### config.mk
export PLATFORM = sky130hd
export DESIGN_NAME = stream_demux4
export DESIGN_NICKNAME = d
export VERILOG_FILES = /design/src/rtl/stream_demux4_pkg.sv /design/src/rtl/demux_slot.sv /design/src/rtl/stream_demux4.sv
export SDC_FILE = /design/constraint.sdc
export NUM_CORES = 1
export LEC_CHECK = 0
export ABC_AREA = 1
export CAP_MARGIN = 40
export CORE_ASPECT_RATIO = 1.5
export CORE_MARGIN = 2
export CORE_UTILIZATION = 35
export CTS_CLUSTER_DIAMETER = 100
export DETAILED_ROUTE_END_ITERATION = 16
export DONT_BUFFER_PORTS = 1
export GPL_TIMING_DRIVEN = 0
export SLEW_MARGIN = 20
export SYNTH_ARGS = -nofsm -noshare
export SYNTH_HDL_FRONTEND = slang
export SYNTH_HIERARCHICAL = 1
export SYNTH_SLANG_ARGS = --single-unit
### constraint.sdc
create_clock -name clk -period 1.7 [get_ports clk]
set_input_delay 0.425 -clock clk [delete_from_list [all_inputs] [get_ports clk]]
set_output_delay 0.425 -clock clk [all_outputs]
set_load 0.005 [all_outputs]
### src/rtl/stream_demux4_pkg.sv
// Shared types and constants for the 4-way stream demultiplexer.
// Channel select, slot state and statistics counter width live here.
package stream_demux4_pkg;

    localparam int NUM_CH = 4;
    localparam int CNT_W  = 8;

    typedef logic [1:0] ch_sel_t;

    typedef enum logic {
        EMPTY = 1'b0,
        FULL  = 1'b1
    } slot_state_t;

    function automatic logic [NUM_CH-1:0] sel_onehot(input ch_sel_t sel);
        sel_onehot      = '0;
        sel_onehot[sel] = 1'b1;
    endfunction

endpackage

### src/rtl/demux_slot.sv
// One-entry register slice: 1-cycle load-to-valid, data held while stalled.
// Load and drain on the same edge keeps the slot FULL with the new word.
module demux_slot
    import stream_demux4_pkg::*;
#(
    parameter int WIDTH = 8
) (
    input  logic             clk,
    input  logic             rst,
    input  logic             load,
    input  logic [WIDTH-1:0] load_data,
    input  logic             ready,
    output logic             valid,
    output logic [WIDTH-1:0] data
);

    slot_state_t state_q;
    slot_state_t state_d;

    always_ff @(posedge clk or posedge rst) begin
        if (rst) begin
            state_q <= EMPTY;
        end else begin
            state_q <= state_d;
        end
    end

    always_comb begin
        state_d = state_q;
        if (load) begin
            state_d = FULL;
        end else if (state_q == FULL && ready) begin
            state_d = EMPTY;
        end
    end

    // Payload only moves on load, so it stays stable under stall and after drain.
    always_ff @(posedge clk or posedge rst) begin
        if (rst) begin
            data <= '0;
        end else if (load) begin
            data <= load_data;
        end
    end

    assign valid = (state_q == FULL);

endmodule

### src/rtl/stream_demux4.sv
// Routes one input stream to 4 one-entry channel slots; 1-cycle latency, a stalled
// channel only blocks words addressed to it. STREAM_DEMUX4_STATS_EN adds drain counters.
module stream_demux4
    import stream_demux4_pkg::*;
#(
    parameter int WIDTH = 8
) (
    input  logic                    clk,
    input  logic                    rst,
    input  logic                    in_valid,
    output logic                    in_ready,
    input  logic [WIDTH-1:0]        in_data,
    input  ch_sel_t                 in_sel,
    output logic [NUM_CH-1:0]       out_valid,
    input  logic [NUM_CH-1:0]       out_ready,
    output logic [NUM_CH*WIDTH-1:0] out_data
`ifdef STREAM_DEMUX4_STATS_EN
    ,
    output logic [NUM_CH*CNT_W-1:0] out_count
`endif
);

    logic              accept;
    logic [NUM_CH-1:0] load;

    // A FULL slot can still take a word when it drains on the same edge.
    assign in_ready = ~out_valid[in_sel] | out_ready[in_sel];
    assign accept   = in_valid & in_ready;
    assign load     = sel_onehot(in_sel) & {NUM_CH{accept}};

    for (genvar k = 0; k < NUM_CH; k++) begin : g_slot
        demux_slot #(
            .WIDTH (WIDTH)
        ) u_slot (
            .clk       (clk),
            .rst       (rst),
            .load      (load[k]),
            .load_data (in_data),
            .ready     (out_ready[k]),
            .valid     (out_valid[k]),
            .data      (out_data[k*WIDTH +: WIDTH])
        );
    end

`ifdef STREAM_DEMUX4_STATS_EN
    for (genvar k = 0; k < NUM_CH; k++) begin : g_cnt
        logic [CNT_W-1:0] cnt_q;

        always_ff @(posedge clk or posedge rst) begin
            if (rst) begin
                cnt_q <= '0;
            end else if (out_valid[k] && out_ready[k] && (cnt_q != {CNT_W{1'b1}})) begin
                cnt_q <= cnt_q + 1'b1;
            end
        end

        assign out_count[k*CNT_W +: CNT_W] = cnt_q;
    end
`endif

endmodule

==> results.yml, run 1 <==
synth:
  synth_fp_nets: 203
  async_flop_share_pct: 100.0
  ys_warn_count: 6
  mappedNetlistArea_mm2: 0.001545
  synth_commonest_cells: "nand2_1, dfrtp_1, inv_1"
  synth_compound_area_share_pct: 0
  synth_top_family_by_area: "simple AND/OR/NAND/NOR gates"
  yosysTopAreaCell: "dfrtp_1"
  synth-xor-area-share_pct: 0
  synth_top_area_share_pct: 58.30
  avgSynthCellArea_um2: 8.308
  synth_simple_gate_area_share_pct: 34.25
  synth-edff-count: 0
  synthMuxAreaShare_pct: 0
  synth.most_common_cell: "nand2_1"
  yosys_most_used_dff: "dfrtp_1"
  yosysUniqueCellTypes: 11
  yosysSeqAreaShare_pct: 58.30
  synthCells: 186
  synthAdderAreaFrac_pct: 0
  yosys-top-cells-area: "dfrtp_1, nand2_1, buf_6"
  synth_seq_cells: 36
critical_path:
  critPathLaunchType: "register"
  critical_path_class: "reg -> out"
  r2r_setup_slack_ps: 290
  regToRegStartpoint: "g_slot[2].u_slot/valid$_DFFE_PP0P_"
  slowest_delay_ps: 430
  critPathBufInv: 0
  cp.arrival_ps: 1050
  path_max_fanout: 3
  r2r_end: "g_slot[3].u_slot/data[5]$_DFFE_PP0P_"
  critPathSlowestCell: "dfrtp_1"
  cp_top_family: "flip-flops"
  cp.required_ps: 1270
  cp-startpoint: "g_slot[2].u_slot/valid$_DFFE_PP0P_"
  path_common_cell: "nand2_1"
  reg2reg_depth: 11
  cp_cell_sequence: "nand2_2 > nand2_1 > nand2_1 > nand2_1 > nand2_2"
  end_kind: "output port"
global_routing:
  grt_max_degree: 11
  grtUsageTotal_pct: 16.27
  grt_antenna_before_repair: 0
  grt_first_pass_wirelength_um: 5913
  grt_overflow_total: 0
  grt_pass1_vias: 1104
final_layout:
  synthToLayoutAreaGrowth_pct: 10.20
  design_area_mm2: 0.001703
  drive_gt1_share_pct: 14.87
  fin_util_pct: 40.11
  diodes: 0
  nets: 211
timing:
  finalMaxSlewViolations: 0
  finalClockSkew_ps: 2.940
  tns_ps: 0
  fin_crit_ps: 1473
  tightest_slew_ps: 358.0
  holdWs_ps: 256.7
  period_share_pct: 86.67
  setup_viol: 0
  hold_viol: 0
  fmax_mhz: 678.7
  rsz0062_at_grt: "false"
  relSlewSlack_pct: 76.11
flow_run:
  maxCapViolations: 0
clocking:
  cts_buffer_depth: 2
  postCtsSetupBuffers: 0
  cts_tree: "built"
  clock_latency_ps: 280
  cts.sinks: 36
  cts.reportedPaths.clkPinSlew_ps: 70
  cts_resized: 0
  numCtsBuffers: 5
  h-tree-depth: 2
  root_buffer: "clkbuf_8"
worst_hold_path:
  whs_path_depth: 2
  worst_hold_path_type: "in -> reg"
  whs_endpoint: "g_slot[0].u_slot/data[0]$_DFFE_PP0P_"
  hold_start: "in_data[0]"
pwr:
  clkPwrFrac_pct: 30.9
  power.leakage_nw: 0.9582
  p_sw_share_pct: 27.57
  vdd_drop_max_mv: 0.5668
  power_frac_seq_pct: 57.8
  p_int_w: 0.001432
  finalPower_w: 0.001976
  p_comb_share_pct: 11.3
  p_per_area_mw_per_mm2: 1161
  switchingPower_w: 0.0005449
die:
  io_pins: 54
  initial_utilization_pct: 36.40
  fp.dieH_um: 85.38
  dieArea_mm2: 0.004973
  rows: 29
  core_mm2: 0.004245
  die-width_um: 58.25
place:
  dpl.hpwl_um: 2703
  gp_congestion: 0.7430
  portBuffers: 0
  post_dp_cell_area_mm2: 0.001603
routing:
  drcViolationCount: 0
  vias_per_cell: 4.593
  ant_nets: 0
  drt_iter0_markers: 25
  finalWirelength_um: 3630
  dr.pass1.iters: 4
  route.vias.total: 1107
  wire_per_inst_um: 15.06
run_status:
  status: "finished clean"
==> power groups by stage <==
stage          registers (W)  logic [W]  clock network [W]
2_1_floorplan        0.00112   0.000191                  0
3_3_place_gp         0.00116   0.000216                  0
3_5_place_dp         0.00116   0.000224                  0
4_1_cts              0.00115   0.000229           0.000630
5_1_grt              0.00116   0.000269           0.000667
6_report             0.00114   0.000223           0.000610
==> registers in the layout, indices dropped and copies added (netlist names) <==
signal	cells
g_slot.u_slot/valid	4
g_slot.u_slot/data	32
==> what timing repair did <==
action / 4_1_cts / 5_1_grt
endpoints found under the setup margin: 0 / 0
hold buffers: 1 / 0
endpoints found under the hold margin: 36 / 0
==> through the flow <==
stage          setup slack, ps  std cells
2_1_floorplan            292.1        186
3_3_place_gp             158.4        232
3_5_place_dp             146.9        232
4_1_cts                  210.6        241
5_1_grt                  109.1        241
6_report                 226.6        241
==> worst register-to-register path: cells and delay by family (launching register included) <==
kind	cells	cell delay, ps
buffers and inverters	2	230
flip-flops	1	430
AND/OR/NAND/NOR	9	640
==> layout make-up <==
class                           count  area [µm²]
Tap cell                           46       57.56
Timing Repair Buffer                1       10.01
Fill cell                         448        2542
Multi-Input combinational cell    130       529.3
Clock buffer                        8       90.09
Inverter                           15       58.81
Sequential cell                    36       900.9
Buffer                              5       56.30
==> cells by family (layout without fill, tap and decap cells) <==
family                 Yosys count  after routing
buffers and inverters           20             29
flip-flops                      36             36
AND/OR/NAND/NOR                130            130
==> cell usage in the layout (no fill, tap or decap), types with 2 or more instances in the layout <==
master    count
nand2_1     116
dfrtp_1      36
inv_1         9
nor2_2        6
clkbuf_8      6
buf_6         5
inv_2         5
nand2_2       4
nand3_1       2
clkbuf_1      2
==> metal layers <==
layer	vias up	track usage, %	routed length, µm
li1	563	-	-
met1	503	19.11	1442
met2	34	25.93	1847
met3	7	6.402	272
met4	0	7.188	68
met5	-	0	0
==> worst max path at each step <==
stage / endpoint / slack [ps] / cells after the start
5_1_grt: g_slot[0].u_slot/data[7]$_DFFE_PP0P_ / 110 / 11
4_1_cts: in_ready / 210 / 5
3_3_place_gp: g_slot[2].u_slot/data[7]$_DFFE_PP0P_ / 160 / 13
6_report: in_ready / 230 / 5
3_5_place_dp: g_slot[3].u_slot/data[5]$_DFFE_PP0P_ / 150 / 12
2_1_floorplan: g_slot[0].u_slot/data[0]$_DFFE_PP0P_ / 290 / 12
No activity file was read; power rests on OpenSTA's default activity.
==> run 2: changes to the inputs <==
--- a/config.mk
+++ b/config.mk
@@ -10,6 +10,7 @@
 export CORE_ASPECT_RATIO = 1.5
 export CORE_MARGIN = 2
 export CORE_UTILIZATION = 35
+export CTS_BUF_LIST = sky130_fd_sc_hd__clkbuf_8
 export CTS_CLUSTER_DIAMETER = 100
 export DETAILED_ROUTE_END_ITERATION = 16
 export DONT_BUFFER_PORTS = 1
==> results.yml, run 2 (synthesis gave the netlist of run 1 again) <==
pwr:
  p_int_w: 0.001420
  power.leakage_nw: 0.9664
  power_frac_seq_pct: 58.1
  p_per_area_mw_per_mm2: 1155
  switchingPower_w: 0.0005477
  clkPwrFrac_pct: 30.6
  p_sw_share_pct: 27.84
  p_comb_share_pct: 11.3
  vdd_drop_max_mv: 0.5559
  finalPower_w: 0.001967
critical_path:
  slowest_delay_ps: 430
  critical_path_class: "reg -> out"
  cp_cell_sequence: "nand2_2 > nand2_1 > nand2_1 > nand2_1 > nand2_2"
  critPathLaunchType: "register"
  path_common_cell: "nand2_1"
  cp.arrival_ps: 1050
  end_kind: "output port"
  cp.required_ps: 1270
  critPathSlowestCell: "dfrtp_1"
  r2r_setup_slack_ps: 280
  path_max_fanout: 3
timing:
  tns_ps: 0
  fin_crit_ps: 1475
  hold_viol: 0
  tightest_slew_ps: 344.3
  setup_viol: 0
  relSlewSlack_pct: 77.02
  finalClockSkew_ps: 6.269
  rsz0062_at_grt: "false"
  period_share_pct: 86.76
  fmax_mhz: 678.0
  finalMaxSlewViolations: 0
worst_hold_path:
  worst_hold_path_type: "in -> reg"
final_layout:
  drive_gt1_share_pct: 14.87
  fillers: 448
  design_area_mm2: 0.001703
  regMostFlops: "g_slot.u_slot/data"
  diodes: 0
  final_cells: 241
  fin_util_pct: 40.11
  synthToLayoutAreaGrowth_pct: 10.20
  largest_register_ffs: 32
  final_common_cell: "nand2_1"
  final_cell_mix: "nand2_1, dfrtp_1, inv_1"
  nets: 211
place:
  portBuffers: 0
  post_dp_cell_area_mm2: 0.001603
  dpl.hpwl_um: 2703
  gp_congestion: 0.7430
  dp_cells: 232
die:
  rows: 29
  die-width_um: 58.25
  initial_utilization_pct: 36.40
  dieArea_mm2: 0.004973
  io_pins: 54
  core_mm2: 0.004245
  fp.dieH_um: 85.38
routing:
  ant_nets: 0
  wire_per_inst_um: 15.12
  drcViolationCount: 0
  route.vias.total: 1121
  finalWirelength_um: 3643
  drt_iter0_markers: 25
  dr.pass1.iters: 4
  vias_per_cell: 4.651
clocking:
  h-tree-depth: 2
  clock_latency_ps: 280
  cts_buffer_depth: 2
  numCtsBuffers: 5
  cts.sinks: 36
  cts.reportedPaths.clkPinSlew_ps: 70
  cts_tree: "built"
  root_buffer: "clkbuf_8"
global_routing:
  grtUsageTotal_pct: 16.27
  grt_max_degree: 11
  grt_antenna_before_repair: 0
  grt_pass1_vias: 1104
  grt_first_pass_wirelength_um: 5913
  grt_overflow_total: 0
flow_run:
  maxCapViolations: 0
run_status:
  status: "finished clean"
==> run 2: cell types whose count changed in the layout (fill, tap and decap cells not counted), sizes merged <==
cell / before / now
clkbuf: 8 / 6
inv: 15 / 17
==> run 2: path summary, 6_finish.rpt <==
kind,start,endpoint,cells after the start
setup / recovery,g_slot[2].u_slot/valid$_DFFE_PP0P_,in_ready,5
hold / removal,in_data[0],g_slot[0].u_slot/data[0]$_DFFE_PP0P_,2
setup reg to reg,g_slot[2].u_slot/valid$_DFFE_PP0P_,g_slot[3].u_slot/data[5]$_DFFE_PP0P_,11
hold reg to reg,g_slot[0].u_slot/data[1]$_DFFE_PP0P_,g_slot[0].u_slot/data[1]$_DFFE_PP0P_,2
max in group asynchronous,rst,g_slot[3].u_slot/data[6]$_DFFE_PP0P_,2
min in group asynchronous,rst,g_slot[1].u_slot/data[4]$_DFFE_PP0P_,2
==> run 2: critical path, delay by kind of cell, from the launching register on <==
kind	cells	cell delay, ps
flip-flops	1	430
AND/OR/NAND/NOR	5	340
==> run 2: repair_timing <==
action / 4_1_cts / 5_1_grt
hold buffers: 1 / 0
resized for setup: 0 / 0
buffers inserted: 0 / 0
hold endpoints to repair: 36 / 0
==> run 2: final cells by class <==
cell class | instances | area, µm² | area share [%]
tap | 46 | 57.56 | 3.380
clock inverter | 2 | 7.507 | 0.4409
clock buffer | 6 | 82.58 | 4.849
multi-input combinational | 130 | 529.3 | 31.08
buffer | 5 | 56.30 | 3.306
sequential | 36 | 900.9 | 52.90
inverter | 15 | 58.81 | 3.453
timing repair buffer | 1 | 10.01 | 0.5878
==> run 2: per-stage QoR <==
| stage | hold slack, ps | setup WS, ps |
|---|---|---|
| floorplan | 252.9 | 292.1 |
| global placement | 293.2 | 158.4 |
| detailed placement | 290.4 | 146.9 |
| CTS | 247.8 | 210.3 |
| global route | 244.1 | 109.6 |
| finish | 255.7 | 225.0 |
==> run 2: power groups by stage <==
| stage | sequential, W | combinational (W) | clock, W |
|---|---|---|---|
| 2_1_floorplan | 0.00112 | 0.000191 | 0 |
| 3_3_place_gp | 0.00116 | 0.000216 | 0 |
| 3_5_place_dp | 0.00116 | 0.000224 | 0 |
| 4_1_cts | 0.00115 | 0.000229 | 0.000618 |
| 5_1_grt | 0.00116 | 0.000269 | 0.000655 |
| 6_report | 0.00114 | 0.000223 | 0.000601 |
==> run 2: routing by layer <==
layer | up-vias | global-route usage (%) | part of all wire, %
li1 | 565 | - | -
met1 | 516 | 19.11 | 40
met2 | 33 | 25.93 | 51
met3 | 7 | 6.402 | 7.4
met4 | 0 | 7.188 | 1.9
met5 | - | 0 | 0
==> run 3: changes to the inputs <==
==> constraint.sdc (replaced) <==
create_clock -name clk -period 1.3 [get_ports clk]
set_input_delay 0.325 -clock clk [delete_from_list [all_inputs] [get_ports clk]]
set_output_delay 0.325 -clock clk [all_outputs]
set_load 0.005 [all_outputs]
==> results.yml, run 3 (synthesis gave the netlist of run 1 again) <==
clocking:
  h-tree-depth: 2
  root_buffer: "clkbuf_8"
  cts_buffer_depth: 2
  cts.sinks: 36
  cts_tree: "built"
  numCtsBuffers: 5
  cts.reportedPaths.clkPinSlew_ps: 70
  clock_latency_ps: 290
die:
  core_mm2: 0.004245
  initial_utilization_pct: 36.40
  rows: 29
  fp.dieH_um: 85.38
  dieArea_mm2: 0.004973
  die-width_um: 58.25
  io_pins: 54
timing:
  post-route-worst-setup-slack_ps: -102.8
  finalMaxSlewViolations: 0
  setup_viol: 33
  period_share_pct: 107.9
  tightest_slew_ps: 354.0
  fin_crit_ps: 1403
  hold_viol: 0
  finalClockSkew_ps: 6.486
  fmax_mhz: 712.9
  rsz0062_at_grt: "true"
  relSlewSlack_pct: 76.37
global_routing:
  grtUsageTotal_pct: 17.33
  grt_pass1_vias: 1216
  grt_max_degree: 12
  grt_overflow_total: 0
  grt_antenna_before_repair: 0
  grt_first_pass_wirelength_um: 6341
final_layout:
  final_common_cell: "nand2_1"
  regMostFlops: "g_slot.u_slot/data"
  synthToLayoutAreaGrowth_pct: 20.73
  largest_register_ffs: 32
  diodes: 0
  nets: 214
  final_cell_mix: "nand2_1, dfrtp_1, nand2_2"
  drive_gt1_share_pct: 30.81
  design_area_mm2: 0.001866
critical_path:
  path_common_cell: "nand2_2"
  end_kind: "output port"
  cp_top_family: "flip-flops"
  critPathBufInv: 0
  slowest_delay_ps: 420
  cp.arrival_ps: 1080
  cp_cell_sequence: "nand2_1 > nand2_2 > nand2_2 > nand2_2 > nand2_4"
  critPathSlowestCell: "dfrtp_1"
  critPathLaunchType: "register"
  critical_path_class: "reg -> out"
  path_max_fanout: 3
  cp.required_ps: 980
routing:
  vias_per_cell: 4.832
  finalWirelength_um: 3759
  drcViolationCount: 0
  drt_iter0_markers: 18
  dr.pass1.iters: 4
  ant_nets: 0
  route.vias.total: 1179
  wire_per_inst_um: 15.41
place:
  post_dp_cell_area_mm2: 0.001608
  dpl.hpwl_um: 2716
  portBuffers: 0
  gp_congestion: 0.7438
run_status:
  violations: "negative setup slack"
  status: "finished, violations left"
worst_hold_path:
  worst_hold_path_type: "in -> reg"
pwr:
  vdd_drop_max_mv: 0.8254
  finalPower_w: 0.002644
  p_per_area_mw_per_mm2: 1417
  power.leakage_nw: 1.018
flow_run:
  maxCapViolations: 0
run 3: cell count changes in the layout (fill, tap and decap cells not counted), sizes merged:
cell / change
inv: -2
clkinv: +2
buf: +3
run 3: final timing paths:
check                      slack (ps)                              endpoint  cells past startpoint                            startpoint
max in group asynchronous         490    g_slot[0].u_slot/valid$_DFFE_PP0P_                      2                                   rst
max reg2reg                       -50  g_slot[0].u_slot/data[3]$_DFFE_PP0P_                     10    g_slot[3].u_slot/valid$_DFFE_PP0P_
min in group asynchronous         550    g_slot[2].u_slot/valid$_DFFE_PP0P_                      2                                   rst
min                               140  g_slot[0].u_slot/data[0]$_DFFE_PP0P_                      2                            in_data[0]
min reg2reg                       500  g_slot[0].u_slot/data[2]$_DFFE_PP0P_                      2  g_slot[0].u_slot/data[2]$_DFFE_PP0P_
max                              -100                              in_ready                      5    g_slot[3].u_slot/valid$_DFFE_PP0P_
run 3: report_power, final:
part	internal (W)	switching (W)	leakage [nW]
sequential	0.00133	0.000170	0.452
combinational	0.000144	0.000205	0.515
clock	0.000422	0.000377	0.0510
run 3: timing repair:
action | 4_1_cts | 5_1_grt
setup endpoints to repair | 37 | 37
pin swaps | 18 | 15
hold endpoints to repair | 36 | 0
resized for setup | 21 | 22
buffers inserted | 7 | 0
hold buffers | 1 | 0
run 3: through the flow:
step | setup slack [ps] | util (%) | TNS [ps] | std cells | hold WS, ps
6_report | -102.8 | 43.94 | -1123 | 244 | 138.7
3_5_place_dp | -153.9 | 37.87 | -5102 | 232 | 191.1
4_1_cts | -79.54 | 43.24 | -1895 | 248 | 131.1
5_1_grt | -167.3 | 43.94 | -4531 | 244 | 129.2
3_3_place_gp | -152.4 | 37.87 | -4942 | 232 | 192.2
2_1_floorplan | 0.6222 | - | 0 | 186 | 152.9
run 3: routing by layer:
metal	vias up	part of all wire (%)	GRT usage (%)	wire length (µm)
li1	568	-	-	-
met1	563	35	18.72	1314
met2	40	52	27.17	1960
met3	8	9.4	7.470	353
met4	0	3.5	11.21	130
met5	-	0	0	0
run 3: area by class of cell:
cell class	instances	area (µm²)
fillers	443	2380
flip-flops and latches	36	900.9
plain buffers	1	11.26
multi-input cells	130	640.6
repair buffers	8	93.84
well taps	46	57.56
clock inverters	2	10.01
inverters	15	68.82
clock buffers	6	82.58
